==> config.mk <==
export PLATFORM = sky130hd
export DESIGN_NAME = serial_add_ctrl
export DESIGN_NICKNAME = d
export VERILOG_FILES = /design/src/rtl/serial_add_pkg.sv /design/src/rtl/fulladd.sv /design/src/rtl/serial_add_ctrl.sv
export SDC_FILE = /design/constraint.sdc
export NUM_CORES = 1
export LEC_CHECK = 0
export BUFFER_PORTS_ARGS = -buffer_cell sky130_fd_sc_hd__buf_2
export CAP_MARGIN = 20
export CORE_MARGIN = 10
export CORE_UTILIZATION = 50
export DETAILED_ROUTE_END_ITERATION = 8
export PLACE_DENSITY_LB_ADDON = 0.3
export SYNTH_ARGS = -nofsm -noshare
export SYNTH_HDL_FRONTEND = slang
export SYNTH_SLANG_ARGS = --single-unit
==> constraint.sdc <==
create_clock -name clk -period 1.82 [get_ports clk]
set_clock_uncertainty 0.2 [all_clocks]
set_input_delay 0.182 -clock clk [delete_from_list [all_inputs] [get_ports clk]]
set_output_delay 0.182 -clock clk [all_outputs]
set_load 0.01 [all_outputs]
==> src/rtl/serial_add_pkg.sv <==
`default_nettype none
// ============================================================================
// serial_add_pkg : shared state encoding and default width for serial_add_ctrl
// Revision: 1.0
// ============================================================================
package serial_add_pkg;

    localparam int WIDTH_DEFAULT = 8;

    typedef enum logic [1:0] {
        IDLE = 2'd0,
        RUN  = 2'd1,
        DONE = 2'd2
    } state_t;

endpackage
`default_nettype wire

==> src/rtl/fulladd.sv <==
`default_nettype none
// ============================================================================
// fulladd : single-bit full adder cell
// Revision: 1.0
// ============================================================================
module fulladd (
    input  logic a,
    input  logic b,
    input  logic cin,
    output logic sum,
    output logic cout
);

    assign sum  = a ^ b ^ cin;
    assign cout = (a & b) | (cin & (a ^ b));

endmodule
`default_nettype wire

==> src/rtl/serial_add_ctrl.sv <==
`default_nettype none
// ============================================================================
// serial_add_ctrl : bit-serial adder, one bit per cycle LSB-first via one fulladd
// Revision: 1.0
// ============================================================================
module serial_add_ctrl
    import serial_add_pkg::*;
#(
    parameter int WIDTH = WIDTH_DEFAULT
) (
    input  logic             clk,
    input  logic             rst_n,
    input  logic             in_valid,
    output logic             in_ready,
    input  logic [WIDTH-1:0] a_in,
    input  logic [WIDTH-1:0] b_in,
    input  logic             cin_in,
    output logic             out_valid,
    input  logic             out_ready,
    output logic [WIDTH-1:0] sum_out,
    output logic             cout_out,
    output logic             busy
);

    localparam int CNT_W = $clog2(WIDTH);
    localparam logic [CNT_W-1:0] LAST_BIT = CNT_W'(WIDTH - 1);

    state_t             state;
    state_t             state_nxt;
    logic [WIDTH-1:0]   a_sh;
    logic [WIDTH-1:0]   b_sh;
    logic [WIDTH-1:0]   sum_sh;
    logic               carry;
    logic [CNT_W-1:0]   cnt;
    logic               fa_sum;
    logic               fa_cout;
    logic               last_bit;
    logic [WIDTH-1:0]   sum_sh_nxt;

    fulladd u_fa (
        .a    (a_sh[0]),
        .b    (b_sh[0]),
        .cin  (carry),
        .sum  (fa_sum),
        .cout (fa_cout)
    );

    assign last_bit   = (cnt == LAST_BIT);
    assign sum_sh_nxt = {fa_sum, sum_sh[WIDTH-1:1]};

    assign in_ready  = (state == IDLE);
    assign out_valid = (state == DONE);
    assign busy      = (state != IDLE);

    always_ff @(posedge clk or negedge rst_n) begin
        if (!rst_n) begin
            state <= IDLE;
        end else begin
            state <= state_nxt;
        end
    end

    always_comb begin
        state_nxt = state;
        unique case (state)
            IDLE:    if (in_valid)  state_nxt = RUN;
            RUN:     if (last_bit)  state_nxt = DONE;
            DONE:    if (out_ready) state_nxt = IDLE;
            default:                state_nxt = IDLE;
        endcase
    end

    always_ff @(posedge clk or negedge rst_n) begin
        if (!rst_n) begin
            a_sh     <= '0;
            b_sh     <= '0;
            sum_sh   <= '0;
            carry    <= 1'b0;
            cnt      <= '0;
            sum_out  <= '0;
            cout_out <= 1'b0;
        end else begin
            unique case (state)
                IDLE: begin
                    if (in_valid) begin
                        a_sh  <= a_in;
                        b_sh  <= b_in;
                        carry <= cin_in;
                        cnt   <= '0;
                    end
                end
                RUN: begin
                    sum_sh <= sum_sh_nxt;
                    carry  <= fa_cout;
                    a_sh   <= a_sh >> 1;
                    b_sh   <= b_sh >> 1;
                    // Counter parks on the last bit so it cannot wrap for power-of-two widths
                    if (last_bit) begin
                        sum_out  <= sum_sh_nxt;
                        cout_out <= fa_cout;
                    end else begin
                        cnt <= cnt + CNT_W'(1);
                    end
                end
                default: ;
            endcase
        end
    end

endmodule
`default_nettype wire

==> metrics, run 1 <==
Relative slew margins 68.7%; multi-input combinational cell area 714 um^2; Startpoint Class flip-flop; critical path's most frequent cell ha_1; Primary FF master, synth dfrtp_1; critical path data arrival time 1.77 ns; floorplan die height 79.4 um; RSZ-0062 raised after global routing false; Post-synth top cells dfrtp_1, o22ai_1, nand2_1, a21oi_1, mux2_4; CP bufs+invs 0; Max IR drop VDD 0.787 mV; family with the most delay on the worst path adder cells; sequential area share after synthesis 53.9%; Fill cells 286; Post-Synthesis Cells 157; fmax 579 MHz; largest net degree at the start of global routing 39; final setup violation count 0; diodes inserted 0; CTS Buffer Depth 2; Final Hold Vio Count 0; setup_tns 0 ns; top-count cell post-synth dfrtp_1; number of synthesized register bits 38; vias in the first global route 1529; Mapped Area 1770 um^2; nets 232; total wire length 3.93 mm; Vias 1376; core area 3360 um^2; Leak Pwr 1.05 nW; first-pass GRT wire length 6.70 mm; worst-path cell chain ha_1, ha_1, nand2_8, mux2_4; max-slew violations 0; routed len/inst 15.4 um; DR DRC count 0; share of layout cells above drive strength 1 30.1%; CTS Buf Count 5; total setup buffers inserted after CTS 0; ys async rst share 100%; I/O Buffers 32; fin area 2230 um^2; Clock Tree Root clkbuf_4; Final Cycle Share 94.9%; Die ar. 6310 um^2; Clock Sinks 38; Skew-Pair Late Insertion Delay 0.35 ns; row cnt 21; CP max stage delay 0.43 ns; max-cap violations 0; Via-to-Cell Ratio 5.40; Synth cell types 28; Overall Global Routing Usage 13.1%; Syn-to-layout area delta 26.2%; crit path time final 1.73 ns; H-tree Lvls 2; antenna violations before repair 0; Yosys warning count 0; Post-DRT Antenna Nets 0; Pwr Total 3.62 mW; drt pass-1 iters 4; Initial Utilization 52.5%; I/O pin cnt 33; post-detail-place hpwl 2.62 mm; synth top area cells dfrtp_1, o22ai_1, mux2_4; Storage cell area 952 um^2; CP Capture Type flip-flop; 1st-iter DRT viols 75; Worst Path Max Fanout 10; outcome complete, no violations; Hold WC Path Type input pin to flip-flop; synthesized net count 181; GRT Residual Overflow 0; highest-delay cell along the critical path dfrtp_1; CTS tree done; Final Wtd Congestion 0.755; area leader, netlist dfrtp_1; Power Density 1630 nW/um^2; slew at the pin closest to its max-slew limit 0.470 ns; synthesized area per cell 11.2 um^2; clock-pin slew on the worst setup and hold paths 0.11 ns; Worst Path Required 1.86 ns; Yosys top cell area share 53.9%; WS Path Type flip-flop to flip-flop; Placed Instance Area 1920 um^2; Post-synth EDFFs 0; Chip Width 79.4 um
## area by class of cell
cell class	count	area share [%]
flip-flops and latches	38	42.8
inverters	3	0.506
repair buffers	55	17.1
multi-input cells	105	32.1
well taps	46	2.58
clock inverters	2	2.70
clock buffers	6	2.30
## layout by cell type, fill, tap and decap left out
cell,Yosys,routed
clkbuf_8,0,1
dfrtp_2,0,1
nand3b_1,2,2
fa_1,1,1
ha_1,2,2
o21ai_0,4,4
inv_1,1,1
bufinv_16,0,2
nor2_1,5,4
clkbuf_4,0,5
buf_4,2,4
o221a_2,2,2
nand2b_4,1,1
nand2b_2,1,1
nor2b_2,1,1
dfrtp_1,38,37
a22oi_1,2,2
or2_2,1,1
nor3_1,1,1
clkinv_1,1,1
o2bb2ai_1,3,3
inv_2,1,1
dlygate4sd3_1,0,19
o22ai_1,26,26
nand2_8,1,1
a21oi_1,15,15
nand2_1,25,25
mux2_4,9,9
buf_2,4,32
o31ai_1,1,1
nand2b_1,1,1
nor2_2,0,1
nor2b_1,1,1
## cell families (layout without fill, tap and decap cells)
family          count (synthesis)  in the layout  synth area share [%]
simple gates                   40             40                  11.5
mux                             9              9                  7.65
fa+ha+maj                       3              3                  2.55
compound gates                 53             53                  18.6
buf+inv                        14             66                  5.81
flops                          38             38                  53.9
## sequential cells by signal, indices dropped and copies added, names as in the netlist
signal,count
a_sh,8
b_sh,8
carry,1
cnt,3
cout_out,1
state,2
sum_out,8
sum_sh,7
## through the flow
step	std cells	utilization (%)	hold WS (ns)	setup WS, ns
after detailed placement	228	57.1	0.0571	0.100
final	255	66.2	0.0634	0.0923
after global placement	228	57.1	0.0512	0.151
after CTS	255	66.1	0.0467	0.0890
after floorplan	157	-	-0.314	0.190
after global routing	255	66.2	0.0633	0.00618
## power breakdown
part | internal, mW | switching (mW) | leakage [nW]
Combinational | 0.660 | 0.680 | 0.535
Clock | 0.465 | 0.293 | 0.0585
Sequential | 1.22 | 0.298 | 0.458
## path summary, 6_finish.rpt
path,slack [ns],end,depth (start not counted),from
min in group asynchronous,0.22,sum_out[3],3,rst_n
max,0.09,sum_out[1],4,cnt[0]
max in group asynchronous,0.85,state[1],3,rst_n
min reg2reg,0.30,sum_sh[1],2,sum_sh[1]
min,0.06,state[0],3,in_valid
max reg2reg,0.09,sum_out[1],4,cnt[0]
## per-layer routing
metal | global-route usage [%] | wire [um]
met4 | 6.63 | 63
met3 | 4.05 | 200
met2 | 22.3 | 2000
met5 | 0 | 0
met1 | 14.3 | 1670
## worst reg2reg max path: stages, from the launching register on
cell and delay, ns:
dfrtp_1 0.43, ha_1 0.21, ha_1 0.31, nand2_8 0.17, mux2_4 0.31
## what timing repair did
item,in CTS,in global routing
hold buffers,19,0
hold endpoints to repair,56,0
resized for setup,1,1
endpoints found under the setup margin,1,1
Note: power is estimated with default switching activity, not from simulation.
==> inputs of run 2 (changes only) <==
Settings changed: SYNTH_HIERARCHICAL set to 1.
Clock period 1.82 ns to 1.98 ns, I/O delays scaled along.
==> run 2 against run 1 <==
  * Hold slack worse by 0.046 ns
  * Register-to-register slack improved by 0.13 ns
  * Setup slack improved by 0.11 ns
  * Critical path depth increased by 1
  * Highest routed layer unchanged
  * Largest cell class unchanged
==> metrics, run 2 <==
outcome complete, no violations; sequential area share after synthesis 53.1%; critical path depth 5; top-count cell post-synth dfrtp_1; CP max stage delay 0.42 ns; Leak Pwr 1.09 nW; Placed Instance Area 2020 um^2; floorplan die height 79.9 um; CTS tree done; nets 227; DR DRC count 0; family with the most delay on the worst path buffers and inverters; Final Hold Vio Count 0; clock-pin slew on the worst setup and hold paths 0.12 ns; synth top area cells dfrtp_1, mux2_4, nand2_1; synthesized area per cell 11.2 um^2; worst-path cell chain buf_4, buf_4, nand2b_1, inv_1, buf_2; Yosys top cell area share 53.1%; Post-Route Utilization 62.8%; Vias 1335; WS Path Type flip-flop to output port; CP Capture Type output port; Crit. Startpoint state[1]; total wire length 3.62 mm; row cnt 21; post-detail-place hpwl 2.65 mm; RSZ-0062 raised after global routing false; Post-Synthesis Cells 160; area leader, netlist dfrtp_1; Initial Utilization 52.9%; Yosys warning count 6; path depth of the worst reg2reg path 5; Worst Path Required 1.58 ns; r2r startpoint cnt[0]; core area 3390 um^2; routed len/inst 14.5 um; Relative slew margins 68.5%; setup_tns 0 ns; post-route setup slack 0.201 ns; Post-synth EDFFs 0; ys async rst share 100%; fmax 562 MHz; 1st-iter DRT viols 47; Syn-to-layout area delta 18.9%; commonest non-fill, non-tap cell in the layout dfrtp_1; CTS Buf Count 5; Clock Tree Root clkbuf_4; Post-synth top cells dfrtp_1, nand2_1, o21ai_0, nand2b_1; Top Registers a_sh: 8 flops, b_sh: 8 flops, sum_out: 8 flops; CTS Buffer Depth 2; Max IR drop VDD 0.769 mV; Primary FF master, synth dfrtp_1; Final Wtd Congestion 0.758; critical path's most frequent cell buf_4; synthesized net count 184; # resized after CTS 0; max-slew violations 0; Post-DRT Antenna Nets 0; Hold WC Path Type input pin to flip-flop; total setup buffers inserted after CTS 0; critical path data arrival time 1.38 ns; crit path time final 1.78 ns; slew at the pin closest to its max-slew limit 0.473 ns; Mapped Area 1790 um^2; antenna violations before repair 0; final setup violation count 0; Die ar. 6380 um^2; Hold Crit Depth 3; max-cap violations 0; H-tree Lvls 2; Startpoint Class flip-flop; Place WS 0.232 ns; commonest cells after routing, fill and taps aside dfrtp_1, nand2_1, buf_2; largest net degree at the start of global routing 39; fin area 2130 um^2; diodes inserted 0; Synth cell types 29; Chip Width 79.9 um; Final Cycle Share 89.9%; Power Density 1450 nW/um^2; drt pass-1 iters 4; Via-to-Cell Ratio 5.34; Worst Path Max Fanout 13; I/O pin cnt 33; CP bufs+invs 4; Fill cells 290; GRT Residual Overflow 0; number of synthesized register bits 38; vias in the first global route 1408; hold_sp in_valid; share of layout cells above drive strength 1 30.4%; highest-delay cell along the critical path dfrtp_1; first-pass GRT wire length 6.50 mm; Overall Global Routing Usage 12.6%; I/O Buffers 32; Clock Sinks 38; Skew-Pair Late Insertion Delay 0.34 ns
run 2: cell count changes in the layout (fill, tap and decap cells not counted), sizes merged, moves of 3 or more:
| cell | change |
|---|---|
| a221o | +9 |
| nand2b | +9 |
| nand2 | +7 |
| a21oi | -14 |
| o21ai | +10 |
| buf | +4 |
| a22o | +5 |
| o2bb2ai | -3 |
| o22ai | -26 |
| dlygate4sd3 | -14 |
run 2: routing by layer:
metal | global-route usage (%) | vias to the layer above | share of wire [%]
met5 | 0 | - | 0
met4 | 4.23 | 0 | 1.4
met3 | 5.29 | 6 | 5.5
met2 | 21.5 | 24 | 52
met1 | 13.8 | 657 | 41
li1 | - | 648 | -
run 2: final timing paths:
check                                  end  slack, ns
max in group asynchronous           cnt[0]       1.03
worst max-delay path             out_valid       0.20
worst max register to register      cnt[0]       0.22
min in group asynchronous       sum_out[4]       0.21
worst min-delay path               b_sh[1]       0.02
worst min register to register   sum_sh[1]       0.30
run 2: what timing repair did:
| item | 4_1_cts | 5_1_grt |
|---|---|---|
| hold buffers | 5 | 0 |
| endpoints found under the hold margin | 42 | 0 |
| endpoints found under the setup margin | 0 | 0 |
run 2: cell type report:
| cell class | instances | area, um^2 | area share [%] |
|---|---|---|---|
| Sequential cell | 38 | 951 | 44.7 |
| Multi-Input combinational cell | 109 | 772 | 36.3 |
| Timing Repair Buffer | 45 | 270 | 12.7 |
| Tap cell | 46 | 57.6 | 2.70 |
| Clock buffer | 6 | 51.3 | 2.41 |
| Inverter | 4 | 15.0 | 0.705 |
| Clock inverter | 2 | 12.5 | 0.588 |
run 2: kinds of logic (layout without fill, tap and decap cells):
kind of cell / count (synthesis) / after routing / share of synthesized area (%)
flops: 38 / 38 / 53.1
mux: 10 / 10 / 8.17
fa+ha+maj: 3 / 3 / 2.51
buf+inv: 13 / 57 / 3.84
compound gates: 37 / 37 / 15.7
simple gates: 59 / 59 / 16.7
run 2: stage by stage:
stage / power, mW / hold WS [ns] / instances
finish: 3.08 / 0.0174 / 250
global route: 3.37 / 0.00250 / 250
CTS: 3.14 / 0.00895 / 250
detailed placement: 2.70 / 0.0714 / 237
global placement: 2.62 / 0.0677 / 237
floorplan: 2.30 / -0.298 / 160
run 2: worst min-delay path, stage by stage:
cell and delay, ns:
buf_2 0.12, nand3b_1 0.09, o221a_2 0.13
run 2: report_power, final:
group	switching, mW	total [mW]	leakage [nW]	internal (mW)
clock	0.252	0.423	0.0343	0.171
combinational	0.611	1.29	0.576	0.683
sequential	0.240	1.36	0.477	1.12
total	1.10	3.08	1.09	1.98
==> inputs of run 3 (changes only) <==
Settings changed: RECOVER_POWER set to 50.
==> run 3 against run 2 <==
  * Clock power is essentially flat
  * Combinational power about the same
  * Critical path type unchanged
  * Register-to-register slack hardly changed
  * Critical path depth is the same
==> metrics, run 3 (synthesis results as in run 2) <==
largest net degree at the start of global routing 39; setup_tns 0 ns; r2r startpoint cnt[0]; fin area 2120 um^2; WS Path Type flip-flop to output port; path depth of the worst reg2reg path 5; hold endpoint b_sh[1]; Hold WC Path Type input pin to flip-flop; CP Capture Type output port; Startpoint Class flip-flop; vias in the first global route 1408; Power Density 1450 nW/um^2; routed metal-1 wire length 1.51 mm; max-slew violations 0; Worst Path Max Fanout 13; Clock Tree Root clkbuf_4; Syn-to-layout area delta 18.3%; RSZ-0062 raised after global routing false; 1st-iter DRT viols 48; row cnt 21; Top Layer Used met4; Die ar. 6380 um^2; H-tree Lvls 2; Final Cycle Share 89.8%; hold_sp in_valid; floorplan die height 79.9 um; critical path data arrival time 1.38 ns; Via-to-Cell Ratio 5.35; Hold Crit Depth 3; Post-Route Utilization 62.5%; Skew-Pair Late Insertion Delay 0.34 ns; slew at the pin closest to its max-slew limit 0.908 ns; diodes inserted 0; total wire length 3.63 mm; GRT Residual Overflow 0; critical path's most frequent cell buf_4; Fill cells 293; DP Cell Count 237; Vias 1337; CTS Buf Count 5; Overall Global Routing Usage 12.6%; Post-DRT Antenna Nets 0; reg-to-reg critical path endpoint cnt[0]; fmax 562 MHz; final setup violation count 0; I/O Buffers 32; antenna violations before repair 0; commonest cells after routing, fill and taps aside dfrtp_1, nand2_1, buf_2; Post-Layout Cell Count 250; CTS tree done; first-pass GRT wire length 6.50 mm; DR DRC count 0; share of layout cells above drive strength 1 27.5%; CP bufs+invs 4; Placed Instance Area 2020 um^2; Chip Width 79.9 um; max-cap violations 0; critical path depth 5; Worst Path Required 1.58 ns; Top Registers a_sh: 8 flops, b_sh: 8 flops, sum_out: 8 flops; met2 wire length 1.87 mm; Final Wtd Congestion 0.758; post-detail-place hpwl 2.65 mm; Relative slew margins 39.5%; total setup buffers inserted after CTS 0; family with the most delay on the worst path buffers and inverters; Max IR drop VDD 0.769 mV; worst reg2reg setup slack 0.22 ns; worst-path cell chain buf_4, buf_4, nand2b_1, inv_1, buf_2; routed len/inst 14.5 um; outcome complete, no violations; crit path time final 1.78 ns; Clock Sinks 38; Pwr Total 3.07 mW; highest-delay cell along the critical path dfrtp_1; commonest non-fill, non-tap cell in the layout dfrtp_1; core area 3390 um^2; Leak Pwr 1.07 nW; Final Hold Vio Count 0; clock-pin slew on the worst setup and hold paths 0.12 ns; CTS Buffer Depth 2; Initial Utilization 52.9%; nets 227; met3 routed WL 201 um; I/O pin cnt 33; drt pass-1 iters 4; CP max stage delay 0.42 ns
-- run 3: worst max path at each step --
stage,start,end
after detailed placement,cnt[0],cnt[0]
after global routing,state[1],busy
after CTS,state[1],out_valid
after floorplan,cnt[0],cnt[0]
final,state[1],out_valid
after global placement,cnt[0],cnt[0]
-- run 3: cell type report --
type | instances | area [um^2] | share of cell area, %
flip-flops and latches | 38 | 951 | 44.9
multi-input cells | 109 | 772 | 36.4
repair buffers | 45 | 260 | 12.3
well taps | 46 | 57.6 | 2.72
clock buffers | 6 | 51.3 | 2.42
inverters | 4 | 15.0 | 0.708
clock inverters | 2 | 12.5 | 0.590
-- run 3: tightest hold or removal path, delay by kind of cell --
kind,cells,cell delay (ns)
AO/OA/AOI/OAI,1,0.13
buffers and inverters,1,0.12
AND/OR/NAND/NOR,1,0.09
-- run 3: metrics by stage --
step / setup WS, ns / hold WS (ns)
5_1_grt: 0.126 / 0.00250
4_1_cts: 0.184 / 0.00895
3_5_place_dp: 0.232 / 0.0714
2_1_floorplan: 0.334 / -0.298
3_3_place_gp: 0.294 / 0.0677
6_report: 0.201 / 0.0174
-- run 3: per-layer routing --
metal | global-route usage, % | vias to the layer above
met4 | 4.23 | 0
met1 | 13.8 | 658
li1 | - | 649
met3 | 5.29 | 6
met5 | 0 | -
met2 | 21.5 | 24
-- run 3: repair_timing --
action,in CTS,in global routing
hold endpoints to repair,42,0
gates resized for setup,0,0
hold buffers,5,0
-- run 3: power breakdown --
part | internal, mW | switching (mW) | total, mW | leakage (nW)
Sequential | 1.12 | 0.242 | 1.37 | 0.477
Clock | 0.171 | 0.252 | 0.423 | 0.0343
Combinational | 0.667 | 0.611 | 1.28 | 0.554
